[src/rtl/axi4_lite_if_pkg.sv]
// AXI4-Lite response codes shared by every block that talks on an axi4_lite_if.
package axi4_lite_if_pkg;

   typedef enum logic [1:0] {
      RESP_OKAY   = 2'b00,
      RESP_EXOKAY = 2'b01,
      RESP_SLVERR = 2'b10,
      RESP_DECERR = 2'b11
   } axi_resp_t;

endpackage

[src/rtl/my_axi4_lite_slv_reg_file_pkg.sv]
// Types and address helpers for the AXI4-Lite register file.
package my_axi4_lite_slv_reg_file_pkg;

   typedef enum logic {
      WR_IDLE = 1'b0,
      WR_RESP = 1'b1
   } wr_state_t;

   // Indices are carried at 64 bits so any address width compares cleanly.
   function automatic logic [63:0] word_idx(input logic [63:0] addr, input int unsigned addr_lsb);
      return addr >> addr_lsb;
   endfunction

   function automatic logic in_range(input logic [63:0] idx, input int unsigned num_regs);
      return idx < 64'(num_regs);
   endfunction

endpackage

[src/rtl/my_axi4_lite_slv_reg_file_if.sv]
// AXI4-Lite bus bundle. Handshake rule on every channel: a transfer happens on a
// rising edge where VALID and READY are both 1; VALID, once raised, holds with stable payload until then.
interface axi4_lite_if #(
   parameter int ADDR_W = 32,
   parameter int DATA_W = 32
);
   logic [ADDR_W-1:0]   awaddr;
   logic                awvalid;
   logic                awready;
   logic [DATA_W-1:0]   wdata;
   logic [DATA_W/8-1:0] wstrb;
   logic                wvalid;
   logic                wready;
   logic [1:0]          bresp;
   logic                bvalid;
   logic                bready;
   logic [ADDR_W-1:0]   araddr;
   logic                arvalid;
   logic                arready;
   logic [DATA_W-1:0]   rdata;
   logic [1:0]          rresp;
   logic                rvalid;
   logic                rready;

   modport slv_port (
      input  awaddr, awvalid, wdata, wstrb, wvalid, bready, araddr, arvalid, rready,
      output awready, wready, bresp, bvalid, arready, rdata, rresp, rvalid
   );

   modport mst_port (
      output awaddr, awvalid, wdata, wstrb, wvalid, bready, araddr, arvalid, rready,
      input  awready, wready, bresp, bvalid, arready, rdata, rresp, rvalid
   );
endinterface

[src/rtl/my_axi4_lite_slv_wr_ch.sv]
// Write channel: captures AW and W independently, issues a one-cycle commit
// strobe once both are held, and runs the B response.
module my_axi4_lite_slv_wr_ch
   import axi4_lite_if_pkg::*;
   import my_axi4_lite_slv_reg_file_pkg::*;
#(
   parameter int AW = 32,
   parameter int DW = 32
) (
   input  logic            i_clk,
   input  logic            i_sync_rst_n,
   input  logic            i_awvalid,
   output logic            o_awready,
   input  logic [AW-1:0]   i_awaddr,
   input  logic            i_wvalid,
   output logic            o_wready,
   input  logic [DW-1:0]   i_wdata,
   input  logic [DW/8-1:0] i_wstrb,
   input  logic            i_bready,
   output logic [1:0]      o_bresp,
   input  logic [1:0]      i_commit_resp,
   output logic            o_commit,
   output logic [AW-1:0]   o_awaddr,
   output logic [DW-1:0]   o_wdata,
   output logic [DW/8-1:0] o_wstrb,
   output wr_state_t       o_wr_state
);

   wr_state_t       r_state;
   wr_state_t       w_state_nxt;
   logic            r_live;
   logic            r_aw_held;
   logic            r_w_held;
   logic [AW-1:0]   r_awaddr;
   logic [DW-1:0]   r_wdata;
   logic [DW/8-1:0] r_wstrb;
   logic [1:0]      r_bresp;

   always_ff @(posedge i_clk) begin
      if (!i_sync_rst_n) begin
         r_state <= WR_IDLE;
         r_live  <= 1'b0;
      end else begin
         r_state <= w_state_nxt;
         r_live  <= 1'b1;
      end
   end

   always_comb begin
      w_state_nxt = r_state;
      case (r_state)
         WR_IDLE: if (o_commit) w_state_nxt = WR_RESP;
         WR_RESP: if (i_bready) w_state_nxt = WR_IDLE;
         default: w_state_nxt = WR_IDLE;
      endcase
   end

   // Readies depend only on registers so no input-to-ready path exists.
   always_comb begin
      o_awready = r_live & ~r_aw_held & (r_state == WR_IDLE);
      o_wready  = r_live & ~r_w_held  & (r_state == WR_IDLE);
      o_commit  = r_aw_held & r_w_held & (r_state == WR_IDLE);
   end

   always_ff @(posedge i_clk) begin
      if (!i_sync_rst_n) begin
         r_aw_held <= 1'b0;
         r_w_held  <= 1'b0;
         r_awaddr  <= '0;
         r_wdata   <= '0;
         r_wstrb   <= '0;
         r_bresp   <= RESP_OKAY;
      end else if (o_commit) begin
         r_aw_held <= 1'b0;
         r_w_held  <= 1'b0;
         r_bresp   <= i_commit_resp;
      end else begin
         if (i_awvalid && o_awready) begin
            r_aw_held <= 1'b1;
            r_awaddr  <= i_awaddr;
         end
         if (i_wvalid && o_wready) begin
            r_w_held <= 1'b1;
            r_wdata  <= i_wdata;
            r_wstrb  <= i_wstrb;
         end
      end
   end

   assign o_bresp    = r_bresp;
   assign o_awaddr   = r_awaddr;
   assign o_wdata    = r_wdata;
   assign o_wstrb    = r_wstrb;
   assign o_wr_state = r_state;

endmodule

[src/rtl/my_axi4_lite_slv_reg_file.sv]
// AXI4-Lite register file with read-only mask and live status import.
// MY_AXI4_LITE_SLV_REG_FILE_STRICT_RESP_EN: RO writes give SLVERR, out-of-range gives DECERR.
module my_axi4_lite_slv_reg_file
   import axi4_lite_if_pkg::*;
   import my_axi4_lite_slv_reg_file_pkg::*;
#(
   parameter int                  AXI4_LITE_ADDR_BIT_WIDTH = 32,
   parameter int                  AXI4_LITE_DATA_BIT_WIDTH = 32,
   parameter int                  NUM_REGS                 = 16,
   parameter logic [NUM_REGS-1:0] RO_MASK                  = '0
) (
   input  logic                                         i_clk,
   input  logic                                         i_sync_rst_n,
   axi4_lite_if.slv_port                                if_s_axi4_lite,
   output logic [NUM_REGS*AXI4_LITE_DATA_BIT_WIDTH-1:0] o_regs,
   output logic [NUM_REGS-1:0]                          o_wr_pulse,
   input  logic [NUM_REGS*AXI4_LITE_DATA_BIT_WIDTH-1:0] i_ro_regs
);

   localparam int AW       = AXI4_LITE_ADDR_BIT_WIDTH;
   localparam int DW       = AXI4_LITE_DATA_BIT_WIDTH;
   localparam int ADDR_LSB = $clog2(DW / 8);
   localparam int IDX_W    = (NUM_REGS > 1) ? $clog2(NUM_REGS) : 1;

`ifdef MY_AXI4_LITE_SLV_REG_FILE_STRICT_RESP_EN
   localparam logic [1:0] OOR_RESP = RESP_DECERR;
   localparam logic [1:0] RO_RESP  = RESP_SLVERR;
`else
   localparam logic [1:0] OOR_RESP = RESP_SLVERR;
   localparam logic [1:0] RO_RESP  = RESP_OKAY;
`endif

   logic [DW-1:0]   r_regs [NUM_REGS];
   logic [NUM_REGS-1:0] r_wr_pulse;

   logic            w_commit;
   logic [AW-1:0]   w_awaddr;
   logic [DW-1:0]   w_wdata;
   logic [DW/8-1:0] w_wstrb;
   logic [1:0]      w_commit_resp;
   wr_state_t       w_wr_state;

   my_axi4_lite_slv_wr_ch #(.AW(AW), .DW(DW)) u_wr_ch (
      .i_clk         (i_clk),
      .i_sync_rst_n  (i_sync_rst_n),
      .i_awvalid     (if_s_axi4_lite.awvalid),
      .o_awready     (if_s_axi4_lite.awready),
      .i_awaddr      (if_s_axi4_lite.awaddr),
      .i_wvalid      (if_s_axi4_lite.wvalid),
      .o_wready      (if_s_axi4_lite.wready),
      .i_wdata       (if_s_axi4_lite.wdata),
      .i_wstrb       (if_s_axi4_lite.wstrb),
      .i_bready      (if_s_axi4_lite.bready),
      .o_bresp       (if_s_axi4_lite.bresp),
      .i_commit_resp (w_commit_resp),
      .o_commit      (w_commit),
      .o_awaddr      (w_awaddr),
      .o_wdata       (w_wdata),
      .o_wstrb       (w_wstrb),
      .o_wr_state    (w_wr_state)
   );

   assign if_s_axi4_lite.bvalid = (w_wr_state == WR_RESP);

   // Write decode on the held address.
   logic [63:0]      w_wr_idx_full;
   logic [IDX_W-1:0] w_wr_idx;
   logic             w_wr_in_range;
   logic             w_wr_ro;
   logic             w_wr_ok;

   always_comb begin
      w_wr_idx_full = word_idx(64'(w_awaddr), ADDR_LSB);
      w_wr_idx      = w_wr_idx_full[IDX_W-1:0];
      w_wr_in_range = in_range(w_wr_idx_full, NUM_REGS);
      w_wr_ro       = w_wr_in_range & RO_MASK[w_wr_idx];
      w_wr_ok       = w_wr_in_range & ~w_wr_ro;
      w_commit_resp = RESP_OKAY;
      if (!w_wr_in_range)
         w_commit_resp = OOR_RESP;
      else if (w_wr_ro)
         w_commit_resp = RO_RESP;
   end

   always_ff @(posedge i_clk) begin
      if (!i_sync_rst_n) begin
         for (int k = 0; k < NUM_REGS; k++) r_regs[k] <= '0;
         r_wr_pulse <= '0;
      end else begin
         r_wr_pulse <= '0;
         if (w_commit && w_wr_ok) begin
            r_wr_pulse[w_wr_idx] <= 1'b1;
            for (int b = 0; b < DW / 8; b++)
               if (w_wstrb[b]) r_regs[w_wr_idx][b*8 +: 8] <= w_wdata[b*8 +: 8];
         end
      end
   end

   assign o_wr_pulse = r_wr_pulse;

   for (genvar g = 0; g < NUM_REGS; g++) begin : g_out
      assign o_regs[g*DW +: DW] = RO_MASK[g] ? '0 : r_regs[g];
   end

   // Read path: address captured on AR, data sampled one cycle later.
   logic             r_rd_live;
   logic             r_ar_pending;
   logic [AW-1:0]    r_araddr;
   logic             r_rvalid;
   logic [DW-1:0]    r_rdata;
   logic [1:0]       r_rresp;
   logic             w_arready;
   logic [63:0]      w_rd_idx_full;
   logic [IDX_W-1:0] w_rd_idx;
   logic             w_rd_in_range;
   logic [DW-1:0]    w_rd_val;

   always_comb begin
      w_arready     = r_rd_live & ~r_rvalid & ~r_ar_pending;
      w_rd_idx_full = word_idx(64'(r_araddr), ADDR_LSB);
      w_rd_idx      = w_rd_idx_full[IDX_W-1:0];
      w_rd_in_range = in_range(w_rd_idx_full, NUM_REGS);
      w_rd_val      = '0;
      if (w_rd_in_range)
         w_rd_val = RO_MASK[w_rd_idx] ? i_ro_regs[w_rd_idx*DW +: DW] : r_regs[w_rd_idx];
   end

   always_ff @(posedge i_clk) begin
      if (!i_sync_rst_n) begin
         r_rd_live    <= 1'b0;
         r_ar_pending <= 1'b0;
         r_araddr     <= '0;
         r_rvalid     <= 1'b0;
         r_rdata      <= '0;
         r_rresp      <= RESP_OKAY;
      end else begin
         r_rd_live <= 1'b1;
         if (if_s_axi4_lite.arvalid && w_arready) begin
            r_araddr     <= if_s_axi4_lite.araddr;
            r_ar_pending <= 1'b1;
         end
         if (r_ar_pending) begin
            r_ar_pending <= 1'b0;
            r_rvalid     <= 1'b1;
            r_rdata      <= w_rd_val;
            r_rresp      <= w_rd_in_range ? RESP_OKAY : OOR_RESP;
         end else if (r_rvalid && if_s_axi4_lite.rready) begin
            r_rvalid <= 1'b0;
         end
      end
   end

   assign if_s_axi4_lite.arready = w_arready;
   assign if_s_axi4_lite.rvalid  = r_rvalid;
   assign if_s_axi4_lite.rdata   = r_rdata;
   assign if_s_axi4_lite.rresp   = r_rresp;

endmodule

[src/flat_wrapper.sv]
// flat-port wrapper written by rule: the top's interface ports become plain ports
module my_axi4_lite_slv_reg_file_flat import axi4_lite_if_pkg::*; import my_axi4_lite_slv_reg_file_pkg::*;
#(
   parameter int                  AXI4_LITE_ADDR_BIT_WIDTH = 32,
   parameter int                  AXI4_LITE_DATA_BIT_WIDTH = 32,
   parameter int                  NUM_REGS                 = 16,
   parameter logic [NUM_REGS-1:0] RO_MASK                  = '0
)
  (i_clk, i_sync_rst_n, o_regs, o_wr_pulse, i_ro_regs, if_s_axi4_lite_awaddr, if_s_axi4_lite_awvalid, if_s_axi4_lite_wdata, if_s_axi4_lite_wstrb, if_s_axi4_lite_wvalid, if_s_axi4_lite_bready, if_s_axi4_lite_araddr, if_s_axi4_lite_arvalid, if_s_axi4_lite_rready, if_s_axi4_lite_awready, if_s_axi4_lite_wready, if_s_axi4_lite_bresp, if_s_axi4_lite_bvalid, if_s_axi4_lite_arready, if_s_axi4_lite_rdata, if_s_axi4_lite_rresp, if_s_axi4_lite_rvalid);
  axi4_lite_if #(.ADDR_W(32), .DATA_W((32))) if_s_axi4_lite_i ();
  input  logic i_clk;
  input  logic i_sync_rst_n;
  output logic [NUM_REGS*AXI4_LITE_DATA_BIT_WIDTH-1:0] o_regs;
  output logic [NUM_REGS-1:0] o_wr_pulse;
  input  logic [NUM_REGS*AXI4_LITE_DATA_BIT_WIDTH-1:0] i_ro_regs;
  input wire logic [$bits(if_s_axi4_lite_i.awaddr)-1:0] if_s_axi4_lite_awaddr;
  input wire logic [$bits(if_s_axi4_lite_i.awvalid)-1:0] if_s_axi4_lite_awvalid;
  input wire logic [$bits(if_s_axi4_lite_i.wdata)-1:0] if_s_axi4_lite_wdata;
  input wire logic [$bits(if_s_axi4_lite_i.wstrb)-1:0] if_s_axi4_lite_wstrb;
  input wire logic [$bits(if_s_axi4_lite_i.wvalid)-1:0] if_s_axi4_lite_wvalid;
  input wire logic [$bits(if_s_axi4_lite_i.bready)-1:0] if_s_axi4_lite_bready;
  input wire logic [$bits(if_s_axi4_lite_i.araddr)-1:0] if_s_axi4_lite_araddr;
  input wire logic [$bits(if_s_axi4_lite_i.arvalid)-1:0] if_s_axi4_lite_arvalid;
  input wire logic [$bits(if_s_axi4_lite_i.rready)-1:0] if_s_axi4_lite_rready;
  output wire logic [$bits(if_s_axi4_lite_i.awready)-1:0] if_s_axi4_lite_awready;
  output wire logic [$bits(if_s_axi4_lite_i.wready)-1:0] if_s_axi4_lite_wready;
  output wire logic [$bits(if_s_axi4_lite_i.bresp)-1:0] if_s_axi4_lite_bresp;
  output wire logic [$bits(if_s_axi4_lite_i.bvalid)-1:0] if_s_axi4_lite_bvalid;
  output wire logic [$bits(if_s_axi4_lite_i.arready)-1:0] if_s_axi4_lite_arready;
  output wire logic [$bits(if_s_axi4_lite_i.rdata)-1:0] if_s_axi4_lite_rdata;
  output wire logic [$bits(if_s_axi4_lite_i.rresp)-1:0] if_s_axi4_lite_rresp;
  output wire logic [$bits(if_s_axi4_lite_i.rvalid)-1:0] if_s_axi4_lite_rvalid;
  assign if_s_axi4_lite_i.awaddr = if_s_axi4_lite_awaddr;
  assign if_s_axi4_lite_i.awvalid = if_s_axi4_lite_awvalid;
  assign if_s_axi4_lite_i.wdata = if_s_axi4_lite_wdata;
  assign if_s_axi4_lite_i.wstrb = if_s_axi4_lite_wstrb;
  assign if_s_axi4_lite_i.wvalid = if_s_axi4_lite_wvalid;
  assign if_s_axi4_lite_i.bready = if_s_axi4_lite_bready;
  assign if_s_axi4_lite_i.araddr = if_s_axi4_lite_araddr;
  assign if_s_axi4_lite_i.arvalid = if_s_axi4_lite_arvalid;
  assign if_s_axi4_lite_i.rready = if_s_axi4_lite_rready;
  assign if_s_axi4_lite_awready = if_s_axi4_lite_i.awready;
  assign if_s_axi4_lite_wready = if_s_axi4_lite_i.wready;
  assign if_s_axi4_lite_bresp = if_s_axi4_lite_i.bresp;
  assign if_s_axi4_lite_bvalid = if_s_axi4_lite_i.bvalid;
  assign if_s_axi4_lite_arready = if_s_axi4_lite_i.arready;
  assign if_s_axi4_lite_rdata = if_s_axi4_lite_i.rdata;
  assign if_s_axi4_lite_rresp = if_s_axi4_lite_i.rresp;
  assign if_s_axi4_lite_rvalid = if_s_axi4_lite_i.rvalid;
  my_axi4_lite_slv_reg_file #(.AXI4_LITE_ADDR_BIT_WIDTH(AXI4_LITE_ADDR_BIT_WIDTH), .AXI4_LITE_DATA_BIT_WIDTH(AXI4_LITE_DATA_BIT_WIDTH), .NUM_REGS(NUM_REGS), .RO_MASK(RO_MASK)) u_core (.i_clk(i_clk), .i_sync_rst_n(i_sync_rst_n), .if_s_axi4_lite(if_s_axi4_lite_i), .o_regs(o_regs), .o_wr_pulse(o_wr_pulse), .i_ro_regs(i_ro_regs));
endmodule
[config.mk]
export PLATFORM = sky130hd
export DESIGN_NAME = my_axi4_lite_slv_reg_file_flat
export DESIGN_NICKNAME = d
export VERILOG_FILES = /design/src/rtl/axi4_lite_if_pkg.sv /design/src/rtl/my_axi4_lite_slv_reg_file_pkg.sv /design/src/rtl/my_axi4_lite_slv_reg_file_if.sv /design/src/rtl/my_axi4_lite_slv_wr_ch.sv /design/src/rtl/my_axi4_lite_slv_reg_file.sv /design/src/flat_wrapper.sv
export SDC_FILE = /design/constraint.sdc
export NUM_CORES = 1
export LEC_CHECK = 0
export BUFFER_PORTS_ARGS = -buffer_cell sky130_fd_sc_hd__buf_2
export CELL_PAD_IN_SITES_DETAIL_PLACEMENT = 0
export CELL_PAD_IN_SITES_GLOBAL_PLACEMENT = 2
export CORE_AREA = 2 2 459 461
export CTS_CLUSTER_DIAMETER = 40
export CTS_CLUSTER_SIZE = 20
export DETAILED_ROUTE_END_ITERATION = 6
export DIE_AREA = 0 0 461 463
export PLACE_DENSITY_LB_ADDON = 0.12
export SETUP_SLACK_MARGIN = 0.3
export SYNTH_ARGS = -nofsm -noshare
export SYNTH_HDL_FRONTEND = slang
export SYNTH_SLANG_ARGS = --single-unit
export TNS_END_PERCENT = 100
[constraint.sdc]
create_clock -name i_clk -period 6.1 [get_ports i_clk]
set_input_delay 0.305 -clock i_clk [delete_from_list [all_inputs] [get_ports i_clk]]
set_output_delay 0.305 -clock i_clk [all_outputs]
set_load 0.01 [all_outputs]
==> flow_metrics.env, run 1 <==
export IMPL_fillers=23000
export IMPL_first_iter_violations=1375
export IMPL_drive_above_1_share_pct=32.3
export IMPL_htree_levels=4
export IMPL_rr_worst_depth=6
export IMPL_tns_ns=0
export IMPL_start_kind="flop"
export IMPL_critical_path_startpoint="u_core.u_wr_ch.o_awaddr[20]"
export IMPL_dp_hpwl_mm=137
export IMPL_synth_most_common_cell="edfxtp_1"
export IMPL_final_nets=3872
export IMPL_path_max_fanout=17
export IMPL_avgRoutedWirePerCell_um=29.0
export IMPL_gp_congestion=0.757
export IMPL_root_buffer="clkbuf_16"
export IMPL_die_area_um2=213000
export IMPL_yosysTopAreaCell="edfxtp_1"
export IMPL_antenna_left=0
export IMPL_synth_warnings=0
export IMPL_coreArea_um2=209000
export IMPL_critical_path_slowest_cell="and4_2"
export IMPL_p_total_mw=15.6
export IMPL_die_x_um=461
export IMPL_ys_ff_latch=668
export IMPL_max_stage_delay_ns=0.88
export IMPL_hold_start="i_sync_rst_n"
export IMPL_seq_power_share_pct=33.3
export IMPL_core_rowCount=168
export IMPL_rr_startpoint="u_core.u_wr_ch.o_awaddr[20]"
export IMPL_slew_violations=0
export IMPL_vias_per_cell=3.74
export IMPL_drv_cap=0
export IMPL_start_util_pct=13.9
export IMPL_fin_crit_sh_pct=66.5
export IMPL_fin_crit_ns=4.06
export IMPL_hold_depth=2
export IMPL_path_delay_family="simple AND/OR/NAND/NOR gates"
export IMPL_grt_first_pass_wirelength_mm=236
export IMPL_end_kind="flop"
export IMPL_grt_max_degree=72
export IMPL_gr_total_overflow=0
export IMPL_synth_area_top_cells="edfxtp_1 (53%), dfxtp_1 (11%), mux2i_1 (6.6%)"
export IMPL_grt_pass1_vias=24100
export IMPL_power_frac_clock_pct=60.1
export IMPL_drc_errors=0
export IMPL_status="completed"
export IMPL_cp_cell_sequence="nor4_1 -> and4_2 -> nand3_2 -> buf_4 -> o21ai_0 -> buf_4"
export IMPL_finalWirelength_mm=180
export IMPL_synth_cells=2449
export IMPL_avgSynthCellArea_um2=11.9
export IMPL_combPwrFrac_pct=6.6
export IMPL_path_depth=6
export IMPL_async_reset_ff_share_pct=0
export IMPL_fin_util_pct=20.3
export IMPL_synth_compound_area_share_pct=7.56
export IMPL_crit_top_cell="buf_4"
export IMPL_synth_mux_area_share_pct=9.10
export IMPL_cts_sinks=668
export IMPL_synth_top_area_share_pct=52.9
export IMPL_antenna_found_initial=27
export IMPL_ir_drop_mv=0.292
export IMPL_yosysSeqAreaShare_pct=63.7
export IMPL_rsz0062_at_grt="false"
export IMPL_io_buffers=669
export IMPL_post_cts_setup_buffers=0
export IMPL_synthTopCellsByCount="edfxtp_1 (512), nor2_1 (430), nand2_1 (278), mux2i_1 (192), nor3_1 (159)"
export IMPL_cp_required_ns=6.54
export IMPL_switchingPower_mw=3.93
export IMPL_p_leak_nw=15.1
export IMPL_power_density_nw_per_um2=368
export IMPL_syn_area_um2=29100
export IMPL_clock_skew_ns=0.0685
export IMPL_finalHoldViolCount=0
export IMPL_critPathKind="flop to flop"
export IMPL_internal_power_mw=11.7
export IMPL_path_clk_slew_ns=0.05
export IMPL_synth_xor_area_share_pct=0
export IMPL_clock_path_buffers=3
export IMPL_setup_viol=0
export IMPL_insertion_delay_ns=0.81
export IMPL_synth_top_family_by_area="simple AND/OR/NAND/NOR gates"
export IMPL_worst_ep_arrival_time_ns=4.50
export IMPL_area_growth_synth_to_final_pct=45.9
export IMPL_synthAdderAreaFrac_pct=0
export IMPL_synth_ff_type="edfxtp_1"
export IMPL_yosysUniqueCellTypes=44
export IMPL_netSwitchingFraction_pct=25.2
export IMPL_die_height_um=463
export IMPL_cts_buffers=179
export IMPL_ios=1188
export IMPL_hold_buffers=98
export IMPL_cts_tree="done"
export IMPL_grt_use_total_pct=16.5
export IMPL_vias=23300
export IMPL_fmax_mhz=247
export IMPL_synth_edf_count=512
export IMPL_cts_resized_gates=0
export IMPL_holdCritPathClass="input pin to flop"
export IMPL_synth_simple_area_share_pct=15.2
export IMPL_worstMarginPinSlew_ns=1.18
export IMPL_first_pass_iters=5
export IMPL_slew_headroom_pct=20.7
export IMPL_crit_buf_inv=2
-- placed cells by master (no fill, tap or decap), types with 4 or more instances in the layout --
master,count
inv_1,8
inv_16,4
clkinv_2,37
nand3_1,32
a211oi_1,64
diode_2,15
clkinv_4,4
buf_2,668
nand3_2,4
nand2_1,276
clkinvlp_4,8
clkbuf_16,183
nor2_1,430
nor4_1,11
clkinv_1,18
inv_6,4
dfxtp_1,151
mux2i_1,192
o211ai_1,32
mux4_2,32
o21ai_0,38
and2_1,5
nand4_4,11
clkbuf_1,35
edfxtp_1,512
buf_4,84
nand3b_1,33
dlygate4sd3_1,98
o22ai_1,64
o21ai_1,28
nor3_1,159
bufinv_16,15
a21boi_0,97
nor2b_1,4
clkbuf_8,19
-- kinds of logic after synthesis --
logic type / Yosys count
AND/OR/NAND/NOR: 991
flip-flops: 668
AO/OA/AOI/OAI: 326
buffers and inverters: 239
multiplexers: 224
other: 1
-- power by group through the flow --
stage | clock (mW) | sequential, mW | combinational (mW)
2_1_floorplan | 0 | 5.27 | 0.399
3_3_place_gp | 0 | 5.27 | 1.02
3_5_place_dp | 0 | 5.28 | 1.01
4_1_cts | 9.63 | 5.20 | 1.07
5_1_grt | 9.86 | 5.21 | 1.12
6_report | 9.38 | 5.20 | 1.04
-- metal layers --
| layer | global-route usage (%) | share of wire [%] |
|---|---|---|
| met1 | 24.0 | 50 |
| met2 | 21.0 | 36 |
| met3 | 8.14 | 11 |
| met4 | 4.54 | 2.5 |
| met5 | 0 | 0.047 |
-- stage by stage --
stage	setup WS [ns]	instance area, µm²	std cells	hold slack, ns
finish	2.04	42400	6222	0.0457
global route	1.78	42400	6211	0.0689
CTS	1.84	42400	6207	0.0170
detailed placement	1.93	35400	5779	0.458
global placement	1.97	35400	5779	0.456
floorplan	3.80	29100	2450	0.333
-- registers in the layout (all words and copies together) (netlist names), 4 cells and up, named ones only --
signal                       cells
u_core.r_araddr                 30
u_core.u_wr_ch.o_awaddr         30
u_core.o_wr_pulse               16
u_core.u_wr_ch.o_wstrb           4
u_core.r_regs                  512
u_core.u_wr_ch.o_wdata          32
u_core.if_s_axi4_lite.rdata     32
-- layout make-up --
| class | instances | area (µm²) | area share (%) |
|---|---|---|---|
| Tap cell | 2805 | 3510 | 8.28 |
| Sequential cell | 668 | 18500 | 43.7 |
| Clock inverter | 94 | 1020 | 2.40 |
| Antenna cell | 15 | 37.5 | 0.0885 |
| Clock buffer | 236 | 4960 | 11.7 |
| Timing Repair Buffer | 852 | 4990 | 11.8 |
| Multi-Input combinational cell | 1543 | 9340 | 22.0 |
| Inverter | 9 | 33.8 | 0.0797 |
-- path summary, 6_finish.rpt --
check / to / slack [ns]
worst max-delay path: u_core.r_regs[15][9] / 2.04
worst min-delay path: u_core.r_araddr[10] / 0.05
worst max register to register: u_core.r_regs[15][9] / 2.04
worst min register to register: u_core.u_wr_ch.o_wstrb[2] / 0.46
Note: power is estimated with default switching activity, not from simulation.
==> inputs of run 2 (changes only) <==
--- a/config.mk
+++ b/config.mk
@@ -5,14 +5,15 @@
 export SDC_FILE = /design/constraint.sdc
 export NUM_CORES = 1
 export LEC_CHECK = 0
+export ABC_AREA = 1
 export BUFFER_PORTS_ARGS = -buffer_cell sky130_fd_sc_hd__buf_2
 export CELL_PAD_IN_SITES_DETAIL_PLACEMENT = 0
 export CELL_PAD_IN_SITES_GLOBAL_PLACEMENT = 2
-export CORE_AREA = 2 2 459 461
+export CORE_AREA = 2 2 465 467
 export CTS_CLUSTER_DIAMETER = 40
 export CTS_CLUSTER_SIZE = 20
 export DETAILED_ROUTE_END_ITERATION = 6
-export DIE_AREA = 0 0 461 463
+export DIE_AREA = 0 0 467 469
 export PLACE_DENSITY_LB_ADDON = 0.12
 export SETUP_SLACK_MARGIN = 0.3
 export SYNTH_ARGS = -nofsm -noshare
==> constraint.sdc (replaced) <==
create_clock -name i_clk -period 3.3 [get_ports i_clk]
set_input_delay 0.165 -clock i_clk [delete_from_list [all_inputs] [get_ports i_clk]]
set_output_delay 0.165 -clock i_clk [all_outputs]
set_load 0.01 [all_outputs]
==> run 2 against run 1 <==
Effect of this change:
- fmax grew 48%
- via count grew 18%
- critical path type unchanged
- first-iteration DRC count grew 29%
- die area grew 2.6%
- final cell count grew 11%
- sequential power grew 85%
- critical endpoint is now u_core.r_regs[4][3]
- utilization grew 1.1 points
- highest routed layer is now met4
- sequential share of layout area shrank 3.2 points
==> flow_metrics.env, run 2 <==
export IMPL_yosysTopAreaCell="edfxtp_1"
export IMPL_path_clk_slew_ns=0.04
export IMPL_ys_ff_latch=668
export IMPL_synth_top_area_share_pct=50.2
export IMPL_drc_errors=0
export IMPL_ir_drop_mv=0.504
export IMPL_power_density_nw_per_um2=660
export IMPL_holdCritPathClass="input pin to flop"
export IMPL_slew_headroom_pct=33.6
export IMPL_start_util_pct=14.3
export IMPL_synth_ff_type="edfxtp_1"
export IMPL_fin_area_um2=45800
export IMPL_root_buffer="clkbuf_16"
export IMPL_grt_pass1_vias=28000
export IMPL_clock_path_buffers=3
export IMPL_cts_tree="done"
export IMPL_yosysUniqueCellTypes=25
export IMPL_vias=27400
export IMPL_fin_crit_sh_pct=82.9
export IMPL_htree_levels=4
export IMPL_p_leak_nw=17.1
export IMPL_p_total_mw=30.2
export IMPL_gp_congestion=0.761
export IMPL_area_growth_synth_to_final_pct=49.6
export IMPL_slew_violations=0
export IMPL_post_cts_setup_buffers=0
export IMPL_fin_cells=6902
export IMPL_ios=1188
export IMPL_synth_cells=3007
export IMPL_die_area_um2=219000
export IMPL_synth_warnings=0
export IMPL_fmax_mhz=366
export IMPL_layout_common_cells="buf_2 (668), nand2_1 (578), edfxtp_1 (512)"
export IMPL_synth_area_top_cells="edfxtp_1 (50%), dfxtp_1 (10%), nor3_2 (8.6%)"
export IMPL_tns_ns=0
export IMPL_cp_required_ns=3.80
export IMPL_finalWirelength_mm=196
export IMPL_coreArea_um2=214000
export IMPL_drive_above_1_share_pct=36.0
export IMPL_fin_crit_ns=2.74
export IMPL_cts_resized_gates=0
export IMPL_vias_per_cell=3.97
export IMPL_final_nets=4523
export IMPL_cts_buffers=179
export IMPL_yosysSeqAreaShare_pct=60.4
export IMPL_finalHoldViolCount=0
export IMPL_path_max_fanout=12
export IMPL_grt_max_degree=106
export IMPL_fillers=23600
export IMPL_syn_area_um2=30600
export IMPL_grt_use_total_pct=17.4
export IMPL_worstMarginPinSlew_ns=0.990
export IMPL_worst_ep_arrival_time_ns=3.23
export IMPL_avgSynthCellArea_um2=10.2
export IMPL_end_kind="flop"
export IMPL_synth_edf_count=512
export IMPL_insertion_delay_ns=0.83
export IMPL_rsz0062_at_grt="false"
export IMPL_grt_first_pass_wirelength_mm=259
export IMPL_die_height_um=469
export IMPL_antenna_left=0
export IMPL_placed_cell_area_um2=38200
export IMPL_core_rowCount=170
export IMPL_avgRoutedWirePerCell_um=28.4
export IMPL_hold_buffers=128
export IMPL_die_x_um=467
export IMPL_clock_skew_ns=0.0523
export IMPL_drv_cap=0
export IMPL_gr_total_overflow=0
export IMPL_antenna_found_initial=7
export IMPL_async_reset_ff_share_pct=0
export IMPL_start_kind="flop"
export IMPL_setup_viol=0
export IMPL_critPathKind="flop to flop"
export IMPL_first_iter_violations=1774
export IMPL_dp_cells=6433
export IMPL_status="completed"
export IMPL_final_common_cell="buf_2"
export IMPL_synth_most_common_cell="nand2_1"
export IMPL_cts_sinks=668
export IMPL_largest_register_ff_count=512
export IMPL_regMostFlops="u_core.r_regs"
export IMPL_synthTopCellsByCount="nand2_1 (579), edfxtp_1 (512), nand3_1 (500), nor3_2 (262), nor3_1 (254)"
export IMPL_first_pass_iters=7
export IMPL_dp_hpwl_mm=144
export IMPL_io_buffers=669
run 2: cell types whose count changed after synthesis, sizes merged, moves of 101 or more:
| cell | delta |
|---|---|
| nand2 | +302 |
| clkbuf | +130 |
| nand3 | +462 |
| mux2i | -192 |
| a21oi | +101 |
| nor3 | +355 |
| nor2 | -342 |
run 2: metrics by stage:
step	hold slack, ns	utilization (%)	setup WS (ns)
detailed placement	0.435	17.9	0.395
CTS	0.0505	21.4	0.391
global route	0.106	21.4	0.354
global placement	0.434	17.9	0.391
finish	0.110	21.4	0.565
floorplan	0.193	-	0.956
run 2: critical path: stages, from the launching register on:
cell and delay [ns]:
dfxtp_1 0.34, nand3b_1 0.24, nor2_1 0.16, nand2_1 0.14, nor2_8 0.35, nand4_4 0.30
o21ai_1 0.59, buf_4 0.29
run 2: where the power goes:
| group | switching, mW | leakage [nW] | internal (mW) |
|---|---|---|---|
| logic | 1.85 | 7.54 | 0.687 |
| registers | 0.241 | 6.57 | 9.37 |
| clock network | 5.79 | 3.04 | 12.3 |
run 2: cell families after synthesis:
group,after synthesis,synth area share (%)
AO/OA/AOI/OAI,252,4.12
buffers and inverters,383,5.30
AND/OR/NAND/NOR,1703,30.1
other,1,0.0123
flip-flops,668,60.4
run 2: final timing paths:
path | startpoint | depth (start not counted) | end | slack, ns
max | u_core.u_wr_ch.o_wr_state | 7 | u_core.r_regs[4][3] | 0.56
min | if_s_axi4_lite_awvalid | 4 | u_core.u_wr_ch.o_awaddr[2] | 0.11
max reg2reg | u_core.u_wr_ch.o_wr_state | 7 | u_core.r_regs[4][3] | 0.56
min reg2reg | u_core.u_wr_ch.o_wdata[11] | 2 | u_core.u_wr_ch.o_wdata[11] | 0.45
run 2: final cells by class:
type	instances	area (µm²)	share of cell area [%]
flip-flops and latches	668	18500	40.4
multi-input cells	1957	10600	23.1
repair buffers	1011	6530	14.3
clock buffers	239	5060	11.1
well taps	2838	3550	7.76
clock inverters	97	1190	2.59
inverters	87	364	0.795
diodes	5	12.5	0.0273
run 2: per-layer routing:
layer	share of wire (%)	GRT usage, %	up-vias
met3	11	8.00	211
met4	2.3	4.83	0
met1	44	22.5	13700
met2	43	25.9	1011
li1	-	-	12500
met5	0	0	-
==> inputs of run 3 (changes only) <==
==> constraint.sdc (replaced) <==
create_clock -name i_clk -period 2.5 [get_ports i_clk]
set_input_delay 0.125 -clock i_clk [delete_from_list [all_inputs] [get_ports i_clk]]
set_output_delay 0.125 -clock i_clk [all_outputs]
set_load 0.01 [all_outputs]
==> run 3 against run 2 <==
Effect of this change:
- first-iteration DRC count grew 5.0%
- non-clock buffer count grew 135
- fmax grew 23%
- critical path depth grew 4
- setup slack lost 0.28 ns
- flip-flop and latch count is the same
- sequential power grew 33%
- largest power group unchanged
- total power grew 32%
- worst hold slack gained 0.0089 ns
- clock skew grew 0.0033 ns
- clock power grew 30%
- utilization grew 1.3 points
==> flow_metrics.env, run 3 (synthesis gave the netlist of run 2 again) <==
export IMPL_status="completed"
export IMPL_drc_errors=0
export IMPL_largest_register_ff_count=512
export IMPL_fin_util_pct=22.7
export IMPL_finalHoldViolCount=0
export IMPL_first_pass_iters=7
export IMPL_vias_per_cell=3.97
export IMPL_tns_ns=0
export IMPL_first_iter_violations=1863
export IMPL_coreArea_um2=214000
export IMPL_die_height_um=469
export IMPL_final_common_cell="buf_2"
export IMPL_worstMarginPinSlew_ns=0.995
export IMPL_fin_cells=7031
export IMPL_ios=1188
export IMPL_gp_congestion=0.743
export IMPL_p_leak_nw=18.4
export IMPL_layout_common_cells="buf_2 (668), nand2_1 (577), edfxtp_1 (512)"
export IMPL_fin_crit_ns=2.22
export IMPL_setup_viol=0
export IMPL_root_buffer="clkbuf_16"
export IMPL_grt_first_pass_wirelength_mm=260
export IMPL_regMostFlops="u_core.r_regs"
export IMPL_final_nets=4654
export IMPL_antenna_left=0
export IMPL_worst_ep_arrival_time_ns=2.72
export IMPL_slew_violations=0
export IMPL_clock_path_buffers=3
export IMPL_dp_cells=6486
export IMPL_end_kind="flop"
export IMPL_power_density_nw_per_um2=821
export IMPL_cts_sinks=668
export IMPL_htree_levels=4
export IMPL_cts_tree="done"
export IMPL_area_growth_synth_to_final_pct=58.6
export IMPL_insertion_delay_ns=0.83
export IMPL_place_ws_ns=0.0465
export IMPL_fmax_mhz=451
export IMPL_io_buffers=669
export IMPL_grt_pass1_vias=28200
export IMPL_die_x_um=467
export IMPL_drive_above_1_share_pct=40.0
export IMPL_hold_slack_ns=0.119
export IMPL_finalWirelength_mm=200
export IMPL_fin_crit_sh_pct=88.8
export IMPL_dp_hpwl_mm=146
export IMPL_antenna_found_initial=15
export IMPL_holdCritPathClass="input pin to flop"
export IMPL_critPathKind="flop to flop"
export IMPL_die_area_um2=219000
export IMPL_slew_headroom_pct=33.3
export IMPL_path_clk_slew_ns=0.05
export IMPL_cts_buffers=175
export IMPL_cp_required_ns=3.00
export IMPL_grt_use_total_pct=17.6
export IMPL_avgRoutedWirePerCell_um=28.4
export IMPL_rsz0062_at_grt="true"
export IMPL_setup_slack_ns=0.281
export IMPL_drv_cap=0
export IMPL_start_util_pct=14.3
export IMPL_ir_drop_mv=0.736
export IMPL_grt_max_degree=74
export IMPL_clock_skew_ns=0.0556
export IMPL_start_kind="flop"
export IMPL_core_rowCount=170
export IMPL_path_max_fanout=8
export IMPL_gr_total_overflow=0
export IMPL_vias=27900
## run 3: changes by cell type in the layout (fill, tap and decap cells not counted), moves of 14 or more
| cell | before | now |
|---|---|---|
| nor3_4 | 0 | 15 |
| dlygate4sd3_1 | 128 | 152 |
| o21ai_4 | 0 | 28 |
| buf_8 | 0 | 14 |
| nor3_2 | 262 | 277 |
| o21ai_0 | 125 | 85 |
| o21ai_2 | 0 | 28 |
| buf_6 | 1 | 69 |
| nor3_1 | 254 | 224 |
| buf_12 | 23 | 61 |
| o21ai_1 | 24 | 8 |
| buf_4 | 191 | 169 |
## run 3: routing by layer
layer / vias to the layer above / wire (µm) / global-route usage [%]
li1: 12800 / - / -
met1: 13900 / 91100 / 23.6
met2: 1015 / 85500 / 25.9
met3: 205 / 17500 / 6.58
met4: 2 / 5410 / 5.51
met5: - / 7 / 0
## run 3: final timing paths
| check | startpoint | end | slack (ns) | cells after the start |
|---|---|---|---|---|
| worst max-delay path | u_core.u_wr_ch.o_awaddr[21] | u_core.r_regs[11][19] | 0.28 | 11 |
| worst max register to register | u_core.u_wr_ch.o_awaddr[21] | u_core.r_regs[11][19] | 0.28 | 11 |
| worst min register to register | u_core.u_wr_ch.o_wdata[29] | u_core.u_wr_ch.o_wdata[29] | 0.43 | 2 |
| worst min-delay path | if_s_axi4_lite_wdata[18] | u_core.u_wr_ch.o_wdata[18] | 0.12 | 4 |
## run 3: layout make-up
| cell class | instances | area [µm²] |
|---|---|---|
| Inverter | 87 | 377 |
| Fill cell | 23400 | 165000 |
| Clock inverter | 122 | 1510 |
| Sequential cell | 668 | 18500 |
| Antenna cell | 4 | 10.0 |
| Multi-Input combinational cell | 1957 | 11200 |
| Timing Repair Buffer | 1146 | 8680 |
| Tap cell | 2838 | 3550 |
| Clock buffer | 209 | 4630 |
## run 3: repair_timing
| item | in CTS | in global routing |
|---|---|---|
| resized for setup | 138 | 181 |
| hold buffers | 152 | 0 |
| pin swaps | 7 | 13 |
| setup buffers | 28 | 20 |
| cloned | 5 | 5 |
| setup endpoints to repair | 590 | 788 |
| hold endpoints to repair | 106 | 0 |
## run 3: stage by stage
stage	cell area, µm²	power (mW)
global route	48500	41.2
floorplan	30600	14.2
global placement	38900	16.3
detailed placement	38900	16.3
CTS	47400	40.4
finish	48500	39.8
## run 3: power breakdown
group	total [mW]	switching [mW]	leakage (nW)	internal, mW
Combinational	3.59	2.50	8.87	1.10
Sequential	12.8	0.396	6.57	12.4
Clock	23.5	7.86	2.94	15.6
Total	39.8	10.8	18.4	29.1
## run 3: critical path, cell delays in order, from the launching register on
cell and delay, ns:
dfxtp_1 0.30, or2_1 0.23, nor2_2 0.11, nand2_2 0.10, nor2_8 0.18, buf_12 0.13
buf_16 0.14, buf_6 0.11, nand4_4 0.08, buf_12 0.19, o21ai_4 0.14, buf_6 0.16
